`config.mk`:
```
export PLATFORM = sky130hd
export DESIGN_NAME = cpu_stage_sequencer_flat
export DESIGN_NICKNAME = d
export VERILOG_FILES = /design/src/rtl/cpu_stage_sequencer_pkg.sv /design/src/rtl/cpu_stage_sequencer_if.sv /design/src/rtl/cpu_stage_sequencer_watchdog.sv /design/src/rtl/cpu_stage_sequencer.sv /design/src/flat_wrapper.sv
export SDC_FILE = /design/constraint.sdc
export NUM_CORES = 1
export LEC_CHECK = 0
export BUFFER_PORTS_ARGS = -buffer_cell sky130_fd_sc_hd__buf_2
export CELL_PAD_IN_SITES_DETAIL_PLACEMENT = 0
export CELL_PAD_IN_SITES_GLOBAL_PLACEMENT = 1
export CORE_MARGIN = 2
export CORE_UTILIZATION = 39
export DETAILED_ROUTE_END_ITERATION = 10
export PLACE_DENSITY_LB_ADDON = 0.1
export SLEW_MARGIN = 20
export SYNTH_ARGS = -nofsm -noshare
export SYNTH_HDL_FRONTEND = slang
export SYNTH_HIERARCHICAL = 1
export SYNTH_SLANG_ARGS = --single-unit
```
`constraint.sdc`:
```
create_clock -name i_clock -period 3.28 [get_ports i_clock]
set_input_delay 0.164 -clock i_clock [delete_from_list [all_inputs] [get_ports i_clock]]
set_output_delay 0.164 -clock i_clock [all_outputs]
set_load 0.05 [all_outputs]
```
`src/rtl/cpu_stage_sequencer_pkg.sv`:
```
// Shared types for the multi-cycle stage sequencer.
// One-hot state encoding, trap causes and PC step.
package cpu_pkg;

    localparam int ST_IDLE      = 0;
    localparam int ST_FETCH     = 1;
    localparam int ST_DECODE    = 2;
    localparam int ST_EXECUTE   = 3;
    localparam int ST_MEMORY    = 4;
    localparam int ST_WRITEBACK = 5;
    localparam int ST_TRAP      = 6;

    typedef enum logic [6:0] {
        IDLE      = 7'b000_0001,
        FETCH     = 7'b000_0010,
        DECODE    = 7'b000_0100,
        EXECUTE   = 7'b000_1000,
        MEMORY    = 7'b001_0000,
        WRITEBACK = 7'b010_0000,
        TRAP      = 7'b100_0000
    } state_e;

    typedef enum logic [1:0] {
        CAUSE_FETCH   = 2'd0,
        CAUSE_ILLEGAL = 2'd1,
        CAUSE_TIMEOUT = 2'd2
    } cause_e;

    localparam logic [31:0] PC_STEP = 32'd4;

endpackage

```
`src/rtl/cpu_stage_sequencer_if.sv`:
```
// Request/ready bundle between the sequencer and the stage units.
// master = sequencer side, slave = stage-unit side.
interface cpu_stage_sequencer_if;

    logic        o_fetch;
    logic        i_fetch_ready;
    logic        i_fetch_fault;
    logic        o_decode;
    logic        i_decode_ready;
    logic        i_decode_illegal;
    logic        o_execute;
    logic        i_execute_ready;
    logic        i_execute_branch;
    logic [31:0] i_execute_pc_next;
    logic        i_execute_mem;
    logic        o_memory;
    logic        i_memory_ready;
    logic        o_writeback;

    modport master (
        output o_fetch, o_decode, o_execute,
        output o_memory, o_writeback,
        input  i_fetch_ready, i_fetch_fault,
        input  i_decode_ready, i_decode_illegal,
        input  i_execute_ready, i_execute_branch,
        input  i_execute_pc_next, i_execute_mem,
        input  i_memory_ready
    );

    modport slave (
        input  o_fetch, o_decode, o_execute,
        input  o_memory, o_writeback,
        output i_fetch_ready, i_fetch_fault,
        output i_decode_ready, i_decode_illegal,
        output i_execute_ready, i_execute_branch,
        output i_execute_pc_next, i_execute_mem,
        output i_memory_ready
    );

endinterface

```
`src/rtl/cpu_stage_sequencer_watchdog.sv`:
```
// Stage watchdog: counts cycles a request waits for its ready.
// TIMEOUT of 0 disables expiry.
module cpu_stage_watchdog #(
    parameter int TIMEOUT = 1024
) (
    input  logic i_clock,
    input  logic i_reset,
    input  logic clear,
    input  logic enable,
    output logic expire
);

    localparam int W = (TIMEOUT > 0) ? $clog2(TIMEOUT + 1) : 1;
    localparam logic [W-1:0] LAST =
        W'((TIMEOUT > 0) ? TIMEOUT - 1 : 0);
    localparam bit ARMED = (TIMEOUT > 0);

    logic [W-1:0] count;

    always_ff @(posedge i_clock or negedge i_reset) begin
        if (!i_reset)
            count <= '0;
        else if (clear)
            count <= '0;
        else if (enable && count != LAST)
            count <= count + W'(1);
    end

    // Fires on the TIMEOUT-th edge after entry; ready on that edge wins upstream.
    assign expire = ARMED && enable && (count == LAST);

endmodule

```
`src/rtl/cpu_stage_sequencer.sv`:
```
// Multi-cycle instruction sequencer: fetch, decode, execute, memory, writeback.
// Owns PC update, retire count and trap entry.
module cpu_stage_sequencer
    import cpu_pkg::*;
#(
    parameter logic [31:0] RESET_PC    = 32'h0000_0000,
    parameter logic [31:0] TRAP_VECTOR = 32'h0000_0100,
    parameter int          TIMEOUT     = 1024
) (
    input  logic                  i_clock,
    input  logic                  i_reset,
    input  logic                  i_run,
    cpu_stage_sequencer_if.master stg,
    output logic [31:0]           o_pc,
    output logic [31:0]           o_retired,
    output logic                  o_trap,
    output logic [1:0]            o_trap_cause,
    output logic                  o_halted
);

    state_e      state_q, state_d;
    cause_e      cause_q, cause_d;
    logic [31:0] pc_q, retired_q, target_q;
    logic        branch_q, run_low_q;
    logic        wd_clear, wd_enable, wd_expire;

    assign wd_clear  = (state_d != state_q);
    assign wd_enable = stg.o_fetch | stg.o_decode
                     | stg.o_execute | stg.o_memory;

    cpu_stage_watchdog #(
        .TIMEOUT (TIMEOUT)
    ) u_watchdog (
        .i_clock (i_clock),
        .i_reset (i_reset),
        .clear   (wd_clear),
        .enable  (wd_enable),
        .expire  (wd_expire)
    );

    always_comb begin
        state_d = state_q;
        cause_d = cause_q;
        unique case (1'b1)
            state_q[ST_IDLE]: begin
                if (i_run) state_d = FETCH;
            end
            state_q[ST_FETCH]: begin
                if (stg.i_fetch_ready) begin
                    if (stg.i_fetch_fault) begin
                        state_d = TRAP;
                        cause_d = CAUSE_FETCH;
                    end else begin
                        state_d = DECODE;
                    end
                end
            end
            state_q[ST_DECODE]: begin
                if (stg.i_decode_ready) begin
                    if (stg.i_decode_illegal) begin
                        state_d = TRAP;
                        cause_d = CAUSE_ILLEGAL;
                    end else begin
                        state_d = EXECUTE;
                    end
                end
            end
            state_q[ST_EXECUTE]: begin
                if (stg.i_execute_ready)
                    state_d = stg.i_execute_mem ? MEMORY : WRITEBACK;
            end
            state_q[ST_MEMORY]: begin
                if (stg.i_memory_ready) state_d = WRITEBACK;
            end
            state_q[ST_WRITEBACK]: begin
                state_d = i_run ? FETCH : IDLE;
            end
            state_q[ST_TRAP]: begin
                if (run_low_q && i_run) state_d = FETCH;
            end
            default: state_d = IDLE;
        endcase
        // Expiry only applies while still waiting, so a ready on the same edge wins.
        if (wd_expire && state_d == state_q) begin
            state_d = TRAP;
            cause_d = CAUSE_TIMEOUT;
        end
    end

    always_ff @(posedge i_clock or negedge i_reset) begin
        if (!i_reset) begin
            state_q         <= IDLE;
            cause_q         <= CAUSE_FETCH;
            pc_q            <= RESET_PC;
            retired_q       <= '0;
            target_q        <= '0;
            branch_q        <= 1'b0;
            run_low_q       <= 1'b0;
            stg.o_fetch     <= 1'b0;
            stg.o_decode    <= 1'b0;
            stg.o_execute   <= 1'b0;
            stg.o_memory    <= 1'b0;
            stg.o_writeback <= 1'b0;
            o_trap          <= 1'b0;
            o_halted        <= 1'b1;
        end else begin
            state_q         <= state_d;
            cause_q         <= cause_d;
            stg.o_fetch     <= state_d[ST_FETCH];
            stg.o_decode    <= state_d[ST_DECODE];
            stg.o_execute   <= state_d[ST_EXECUTE];
            stg.o_memory    <= state_d[ST_MEMORY];
            stg.o_writeback <= state_d[ST_WRITEBACK];
            o_trap          <= state_d[ST_TRAP];
            o_halted        <= state_d[ST_IDLE];
            // A low i_run seen while trapped arms the exit on its next high.
            run_low_q <= state_q[ST_TRAP] && state_d[ST_TRAP]
                       && (run_low_q || !i_run);
            if (state_q[ST_EXECUTE] && stg.i_execute_ready) begin
                branch_q <= stg.i_execute_branch;
                target_q <= stg.i_execute_pc_next;
            end
            if (state_q[ST_WRITEBACK]) begin
                pc_q      <= branch_q ? target_q : pc_q + PC_STEP;
                retired_q <= retired_q + 32'd1;
            end else if (state_q[ST_TRAP] && state_d[ST_FETCH]) begin
                pc_q <= TRAP_VECTOR;
            end
        end
    end

    assign o_pc         = pc_q;
    assign o_retired    = retired_q;
    assign o_trap_cause = cause_q;

endmodule

```
`src/flat_wrapper.sv`:
```
// flat-port wrapper written by rule: the top's interface ports become plain ports
module cpu_stage_sequencer_flat import cpu_pkg::*;
#(
    parameter logic [31:0] RESET_PC    = 32'h0000_0000,
    parameter logic [31:0] TRAP_VECTOR = 32'h0000_0100,
    parameter int          TIMEOUT     = 1024
)
  (i_clock, i_reset, i_run, o_pc, o_retired, o_trap, o_trap_cause, o_halted, stg_o_fetch, stg_o_decode, stg_o_execute, stg_o_memory, stg_o_writeback, stg_i_fetch_ready, stg_i_fetch_fault, stg_i_decode_ready, stg_i_decode_illegal, stg_i_execute_ready, stg_i_execute_branch, stg_i_execute_pc_next, stg_i_execute_mem, stg_i_memory_ready);
  cpu_stage_sequencer_if stg_i ();
  input  logic i_clock;
  input  logic i_reset;
  input  logic i_run;
  output logic [31:0] o_pc;
  output logic [31:0] o_retired;
  output logic o_trap;
  output logic [1:0] o_trap_cause;
  output logic o_halted;
  output wire logic [$bits(stg_i.o_fetch)-1:0] stg_o_fetch;
  output wire logic [$bits(stg_i.o_decode)-1:0] stg_o_decode;
  output wire logic [$bits(stg_i.o_execute)-1:0] stg_o_execute;
  output wire logic [$bits(stg_i.o_memory)-1:0] stg_o_memory;
  output wire logic [$bits(stg_i.o_writeback)-1:0] stg_o_writeback;
  input wire logic [$bits(stg_i.i_fetch_ready)-1:0] stg_i_fetch_ready;
  input wire logic [$bits(stg_i.i_fetch_fault)-1:0] stg_i_fetch_fault;
  input wire logic [$bits(stg_i.i_decode_ready)-1:0] stg_i_decode_ready;
  input wire logic [$bits(stg_i.i_decode_illegal)-1:0] stg_i_decode_illegal;
  input wire logic [$bits(stg_i.i_execute_ready)-1:0] stg_i_execute_ready;
  input wire logic [$bits(stg_i.i_execute_branch)-1:0] stg_i_execute_branch;
  input wire logic [$bits(stg_i.i_execute_pc_next)-1:0] stg_i_execute_pc_next;
  input wire logic [$bits(stg_i.i_execute_mem)-1:0] stg_i_execute_mem;
  input wire logic [$bits(stg_i.i_memory_ready)-1:0] stg_i_memory_ready;
  assign stg_o_fetch = stg_i.o_fetch;
  assign stg_o_decode = stg_i.o_decode;
  assign stg_o_execute = stg_i.o_execute;
  assign stg_o_memory = stg_i.o_memory;
  assign stg_o_writeback = stg_i.o_writeback;
  assign stg_i.i_fetch_ready = stg_i_fetch_ready;
  assign stg_i.i_fetch_fault = stg_i_fetch_fault;
  assign stg_i.i_decode_ready = stg_i_decode_ready;
  assign stg_i.i_decode_illegal = stg_i_decode_illegal;
  assign stg_i.i_execute_ready = stg_i_execute_ready;
  assign stg_i.i_execute_branch = stg_i_execute_branch;
  assign stg_i.i_execute_pc_next = stg_i_execute_pc_next;
  assign stg_i.i_execute_mem = stg_i_execute_mem;
  assign stg_i.i_memory_ready = stg_i_memory_ready;
  cpu_stage_sequencer #(.RESET_PC(RESET_PC), .TRAP_VECTOR(TRAP_VECTOR), .TIMEOUT(TIMEOUT)) u_core (.i_clock(i_clock), .i_reset(i_reset), .i_run(i_run), .stg(stg_i), .o_pc(o_pc), .o_retired(o_retired), .o_trap(o_trap), .o_trap_cause(o_trap_cause), .o_halted(o_halted));
endmodule
```
==> results of run 1 <==
==> cell type report <==
| type | count | area share, % |
|---|---|---|
| clock inverters | 7 | 1.71 |
| clock buffers | 25 | 6.36 |
| multi-input cells | 444 | 37.7 |
| repair buffers | 169 | 13.3 |
| flip-flops and latches | 118 | 36.5 |
| inverters | 24 | 1.11 |
| well taps | 216 | 3.33 |
==> power by group through the flow <==
| stage | clock network [mW] | registers, mW | logic, mW |
|---|---|---|---|
| after floorplan | 0 | 2.47 | 1.03 |
| after global placement | 0 | 2.14 | 1.88 |
| after detailed placement | 0 | 2.15 | 1.92 |
| after CTS | 2.09 | 2.13 | 1.95 |
| after global routing | 2.16 | 2.18 | 2.13 |
| final | 2.05 | 2.13 | 1.97 |
==> worst max-delay path by stage <==
stage | to | depth (start not counted) | slack [ns] | from
final | u_core/u_watchdog/count[5] | 14 | 0.26 | u_core/state_q[1]
after global placement | u_core/u_watchdog/count[5] | 14 | 0.32 | u_core/state_q[1]
after floorplan | u_core/u_watchdog/count[5] | 16 | 0.09 | u_core/state_q[1]
after global routing | u_core/u_watchdog/count[5] | 14 | 0.03 | u_core/u_watchdog/count[1]
after CTS | u_core/u_watchdog/count[5] | 14 | 0.11 | u_core/u_watchdog/count[0]
after detailed placement | u_core/u_watchdog/count[5] | 14 | 0.10 | u_core/u_watchdog/count[0]
==> cell usage after synthesis, drive strengths merged, types with 4 or more instances <==
cell	n	area, um2
a211oi	7	52.6
a21boi	7	52.6
a21oi	20	100
a31oi	9	56.3
and3	14	87.6
and4	4	35.0
buf	12	58.8
clkbuf	14	53.8
dfrtp	117	2930
ha	4	50.1
inv	23	86.3
mux2	36	405
mux2i	8	80.1
nand2	58	218
nand2b	7	43.8
nand3	33	183
nand3b	4	30.0
nand4	32	200
nor2	38	143
nor2b	4	25.0
nor3	14	75.1
nor4	8	86.3
o211ai	9	67.6
o21ai	21	109
o221ai	5	43.8
o22ai	6	37.5
o311ai	5	43.8
o31ai	7	52.6
o41ai	4	35.0
or3	4	25.0
or4	6	52.6
xnor2	25	219
xor2	10	87.6
==> state kept, by name (all words and copies together) (netlist names) <==
register,count
u_core/branch_q,1
u_core/o_retired,32
u_core/o_pc,32
u_core/o_trap,1
u_core/run_low_q,1
u_core/state_q,6
u_core/target_q,32
u_core/u_watchdog/count,11
u_core/o_trap_cause,2
==> timing repair <==
| item | in CTS | in global routing |
|---|---|---|
| resized for setup | 0 | 4 |
| setup buffers | 0 | 2 |
| hold buffers | 33 | 1 |
| endpoints found under the setup margin | 0 | 11 |
| hold endpoints to repair | 90 | 1 |
==> stage by stage <==
step	area, um2	power, mW
after detailed placement	7080	4.07
after floorplan	6210	3.50
final	8110	6.14
after CTS	8060	6.17
after global routing	8110	6.48
after global placement	7080	4.03
==> routing by layer <==
layer,routed length [um],track usage (%),vias to the layer above
li1,-,-,2598
met1,7730,26.4,2741
met2,8400,35.0,167
met3,765,5.37,20
met4,246,7.15,0
met5,0,0,-
==> kinds of logic after synthesis <==
| kind of cell | Yosys count |
|---|---|
| AND/OR/NAND/NOR | 238 |
| AO/OA/AOI/OAI | 123 |
| flip-flops | 118 |
| buffers and inverters | 50 |
| multiplexers | 44 |
| XOR/XNOR | 35 |
| adder cells (fa/ha/maj) | 4 |
==> critical path: stages (launching register included) <==
cell and delay (ns):
dfrtp_2 0.46, or4_4 0.22, nand2_1 0.10, or3_4 0.37
nor3_2 0.15, o311ai_1 0.18, nor2_2 0.23, nand3_4 0.14
nand2_1 0.11, ha_1 0.23, a31oi_1 0.14, nand4_1 0.10
buf_4 0.20, o21bai_1 0.16, a31oi_1 0.14
==> flow_metrics.env, run 1 <==
export IMPL_status="completed"
export IMPL_grt_pass1_vias=5363
export IMPL_die_area_um2=16900
export IMPL_yosys_area_share_simple_pct=21.3
export IMPL_cp_start_kind="flop"
export IMPL_powerDensity_nw_per_um2=758
export IMPL_p_leak_nw=3.65
export IMPL_ys_seq_area_share_pct=47.8
export IMPL_syn_area_um2=6180
export IMPL_dp_final_hpwl_um=11500
export IMPL_rrSetupSlack_ns=0.26
export IMPL_cts_sinks=118
export IMPL_finClkSkew_ns=0.0112
export IMPL_initial_core_util_pct=39.3
export IMPL_grt_usage_pct=20.9
export IMPL_fin_setup_tns_ns=0
export IMPL_layout_common_cells="114 x buf_2, 113 x dfrtp_1, 58 x nand2_1"
export IMPL_synth_compound_area_share_pct=14.1
export IMPL_port_buffers=115
export IMPL_finalNonFillerCells=1003
export IMPL_ctsHtreeMaxLevel=4
export IMPL_synthArstFlopShare_pct=100
export IMPL_hold_viol=0
export IMPL_antennaDiodeCount=0
export IMPL_clk_path_buf_depth=2
export IMPL_netlist_instances=612
export IMPL_drt_wirelength_per_cell_um=17.1
export IMPL_wl_um=17100
export IMPL_synthAdderAreaFrac_pct=0.810
export IMPL_grt_antenna_before_repair=0
export IMPL_grt_pass1_wl_um=27500
export IMPL_worst_slack_ns=0.256
export IMPL_nets=821
export IMPL_design_core_area_um2=15700
export IMPL_area_growth_pct=31.1
export IMPL_drt_initial_drc_count=351
export IMPL_cp_required_ns=3.61
export IMPL_p_int_mw=3.89
export IMPL_synthMuxAreaShare_pct=7.85
export IMPL_synth_enable_flop_cells=0
export IMPL_max_freq_ghz=0.331
export IMPL_synth_cell_type_count=73
export IMPL_ys_flop_type="dfrtp_1"
export IMPL_timing_rr_end="u_core/u_watchdog/count[5]"
export IMPL_tritoncts="done"
export IMPL_die_x_um=130
export IMPL_grt_max_degree=61
export IMPL_numCtsBuffers=17
export IMPL_slew_viol_final=0
export IMPL_via_per_inst=5.51
export IMPL_worst_setup_path_type="reg -> reg"
export IMPL_drive_above_1_share_pct=28.5
export IMPL_num_vias=5526
export IMPL_gp_congestion=0.798
export IMPL_avgSynthCellArea_um2=10.1
export IMPL_fin_crit_ns=3.02
export IMPL_reg2reg_depth=14
export IMPL_root_buffer="clkbuf_16"
export IMPL_ys_warn_count=6
export IMPL_synth_nets=659
export IMPL_maxSlewHeadroom_pct=46.1
export IMPL_hold_class="in -> reg"
export IMPL_synthXorXnorAreaFrac_pct=4.96
export IMPL_die_y_um=130
export IMPL_place_inst=935
export IMPL_arrival_ns=3.36
export IMPL_multiInputGateArea_um2=3050
export IMPL_holdPathEnd="u_core/state_q[4]"
export IMPL_fin_util_pct=51.6
export IMPL_worst_pin_slew_ns=0.809
export IMPL_post_route_period_util_pct=92.2
export IMPL_core_rowCount=46
export IMPL_timing_hold_ws_ns=0.0692
export IMPL_io_pins=116
export IMPL_drcViolationCount=0
export IMPL_holdPathStages=3
export IMPL_setup_viol_count_final=0
export IMPL_seqCellArea_um2=2960
export IMPL_ys_seq_elements=118
export IMPL_p_switching_mw=2.26
export IMPL_fill_cells=1460
export IMPL_clk_pin_slew_ns=0.06
export IMPL_firstDrtPassIters=4
export IMPL_preCtsSetupSlack_ns=0.104
export IMPL_p_seq_share_pct=34.7
export IMPL_overflow=0
export IMPL_rsz0062_at_grt="false"
export IMPL_clkLatencyLatePin_ns=0.41
export IMPL_synth_top_family_by_area="simple AND/OR/NAND/NOR gates"
export IMPL_worst_setup_path_end_kind="flop"
export IMPL_reg2reg_from="u_core/state_q[1]"
export IMPL_clockPowerShare_pct=33.3
export IMPL_pwr_share_comb_pct=32.0
export IMPL_layout_commonest_cell="buf_2"
export IMPL_p_sw_share_pct=36.7
export IMPL_crit_fanout=14
export IMPL_antenna_left=0
export IMPL_hold_start="stg_i_memory_ready"
export IMPL_ir_worst_vdd_uv=558
export IMPL_drv_cap=0
Note: power is estimated with default switching activity, not from simulation.
==> inputs of run 2 (changes only) <==
RECOVER_POWER = 50   (was not set)
==> run 2 against run 1 <==
- the run now ends with max-capacitance violations, max-slew violations left
- clock skew is essentially flat
- combinational power barely moved
- count of clock-buffer cells in the layout unchanged
- worst setup slack worse by 0.0091 ns
- via count down 0.45%
- critical path depth unchanged
- largest power group unchanged
- highest routed layer unchanged
==> flow_metrics.env, run 2 (synthesis results as in run 1) <==
export IMPL_worst_pin_slew_ns=1.54
export IMPL_hold_class="in -> reg"
export IMPL_fin_crit_ns=3.03
export IMPL_worst_path_max_delay_cell="dfrtp_2"
export IMPL_port_buffers=115
export IMPL_power_mw=6.12
export IMPL_worst_setup_path_type="reg -> reg"
export IMPL_path_cells="or4_4, nand2_1, or3_4, nor3_2, o311ai_1, nor2_2, nand3_4, nand2_1, ha_1, a31oi_1, nand4_1, buf_4, o21bai_1, a31oi_1"
export IMPL_seqCellArea_um2=2960
export IMPL_slew_viol_final=61
export IMPL_highest_layer="met4"
export IMPL_area_growth_pct=29.9
export IMPL_firstDrtPassIters=5
export IMPL_holdPathEnd="u_core/state_q[4]"
export IMPL_antenna_left=0
export IMPL_fill_cells=1492
export IMPL_grt_antenna_before_repair=0
export IMPL_root_buffer="clkbuf_16"
export IMPL_tritoncts="done"
export IMPL_multiInputGateArea_um2=3050
export IMPL_io_pins=116
export IMPL_nets=821
export IMPL_worst_slack_ns=0.247
export IMPL_holdPathStages=3
export IMPL_cts_sinks=118
export IMPL_timing_rr_end="u_core/u_watchdog/count[5]"
export IMPL_path_buf_inv=1
export IMPL_drcViolationCount=0
export IMPL_cp_required_ns=3.61
export IMPL_arrival_ns=3.36
export IMPL_p_leak_nw=3.44
export IMPL_maxSlewHeadroom_pct=-2.41
export IMPL_drive_above_1_share_pct=22.5
export IMPL_crit_fanout=14
export IMPL_grt_pass1_wl_um=27500
export IMPL_via_per_inst=5.48
export IMPL_layout_common_cells="113 x dfrtp_1, 68 x buf_2, 58 x nand2_1"
export IMPL_fin_setup_tns_ns=0
export IMPL_die_y_um=130
export IMPL_timing_hold_ws_ns=0.0719
export IMPL_drt_wirelength_per_cell_um=17.1
export IMPL_status="finished, violations left"
export IMPL_crit_family="simple AND/OR/NAND/NOR gates"
export IMPL_num_vias=5501
export IMPL_dp_final_hpwl_um=11500
export IMPL_numCtsBuffers=17
export IMPL_clkLatencyLatePin_ns=0.41
export IMPL_grt_max_degree=61
export IMPL_cp_start_kind="flop"
export IMPL_failed_checks="max-capacitance violations, max-slew violations"
export IMPL_wl_met1_um=7720
export IMPL_hold_start="stg_i_memory_ready"
export IMPL_wl_met2_um=8450
export IMPL_clk_pin_slew_ns=0.06
export IMPL_die_area_um2=16900
export IMPL_initial_core_util_pct=39.3
export IMPL_drv_cap=1
export IMPL_layout_commonest_cell="dfrtp_1"
export IMPL_max_freq_ghz=0.330
export IMPL_wl_met3_um=749
export IMPL_drt_initial_drc_count=295
export IMPL_hold_viol=0
export IMPL_wl_um=17100
export IMPL_gp_congestion=0.798
export IMPL_rsz0062_at_grt="false"
export IMPL_preCtsSetupSlack_ns=0.104
export IMPL_grt_usage_pct=20.9
export IMPL_setup_viol_count_final=0
export IMPL_ctsHtreeMaxLevel=4
export IMPL_post_route_period_util_pct=92.5
export IMPL_die_x_um=130
export IMPL_ir_worst_vdd_uv=559
export IMPL_reg2reg_from="u_core/state_q[1]"
export IMPL_finalNonFillerCells=1003
export IMPL_core_rowCount=46
export IMPL_place_inst=935
export IMPL_cp_slowest_stage_delay_ns=0.46
export IMPL_clk_path_buf_depth=2
export IMPL_design_core_area_um2=15700
export IMPL_worst_setup_path_end_kind="flop"
export IMPL_reg2reg_depth=14
export IMPL_rrSetupSlack_ns=0.25
export IMPL_grt_pass1_vias=5363
export IMPL_finClkSkew_ns=0.0113
export IMPL_powerDensity_nw_per_um2=762
export IMPL_antennaDiodeCount=0
export IMPL_overflow=0
## run 2: changes by cell type in the layout (fill, tap and decap cells not counted)
cell      previous run  this run
buf_12               1         0
buf_2              114        68
buf_4               20        19
clkbuf_1             2        49
clkbuf_2             0         1
## run 2: cell type report
class,count,share of cell area (%)
multi-input cells,444,38.0
flip-flops and latches,118,36.8
inverters,24,1.12
clock inverters,7,1.73
well taps,216,3.37
repair buffers,169,12.5
clock buffers,25,6.42
## run 2: worst max-delay path by stage
stage / start / endpoint / slack [ns] / cells past startpoint
4_1_cts: u_core/u_watchdog/count[0] / u_core/u_watchdog/count[5] / 0.11 / 14
2_1_floorplan: u_core/state_q[1] / u_core/u_watchdog/count[5] / 0.09 / 16
6_report: u_core/state_q[1] / u_core/u_watchdog/count[5] / 0.25 / 14
5_1_grt: i_reset / u_core/o_pc[2] / 0.02 / 3
3_5_place_dp: u_core/u_watchdog/count[0] / u_core/u_watchdog/count[5] / 0.10 / 14
3_3_place_gp: u_core/state_q[1] / u_core/u_watchdog/count[5] / 0.32 / 14
## run 2: routing by layer
| layer | track usage, % | vias up |
|---|---|---|
| met4 | 7.15 | 0 |
| met1 | 26.4 | 2735 |
| met2 | 35.0 | 150 |
| met3 | 5.37 | 14 |
| met5 | 0 | - |
| li1 | - | 2602 |
## run 2: report_power, final
part / switching (mW) / internal, mW / total, mW / leakage (nW)
clock: 0.650 / 1.39 / 2.04 / 0.323
combinational: 1.27 / 0.678 / 1.95 / 1.56
sequential: 0.332 / 1.80 / 2.13 / 1.56
## run 2: worst min-delay path, cell delays in order
cell	delay [ns]
buf_2	0.11
nand2b_1	0.10
a21boi_0	0.07
## run 2: repair_timing
action / in CTS / in global routing
resized for setup: 0 / 4
endpoints found under the setup margin: 0 / 11
buffers inserted: 0 / 2
endpoints found under the hold margin: 90 / 1
hold buffers: 33 / 1
## run 2: stage by stage
step	area [um2]	utilization, %
final	8030	51.1
after detailed placement	7080	45.0
after global placement	7080	45.0
after CTS	8060	51.3
after floorplan	6210	-
after global routing	8030	51.1
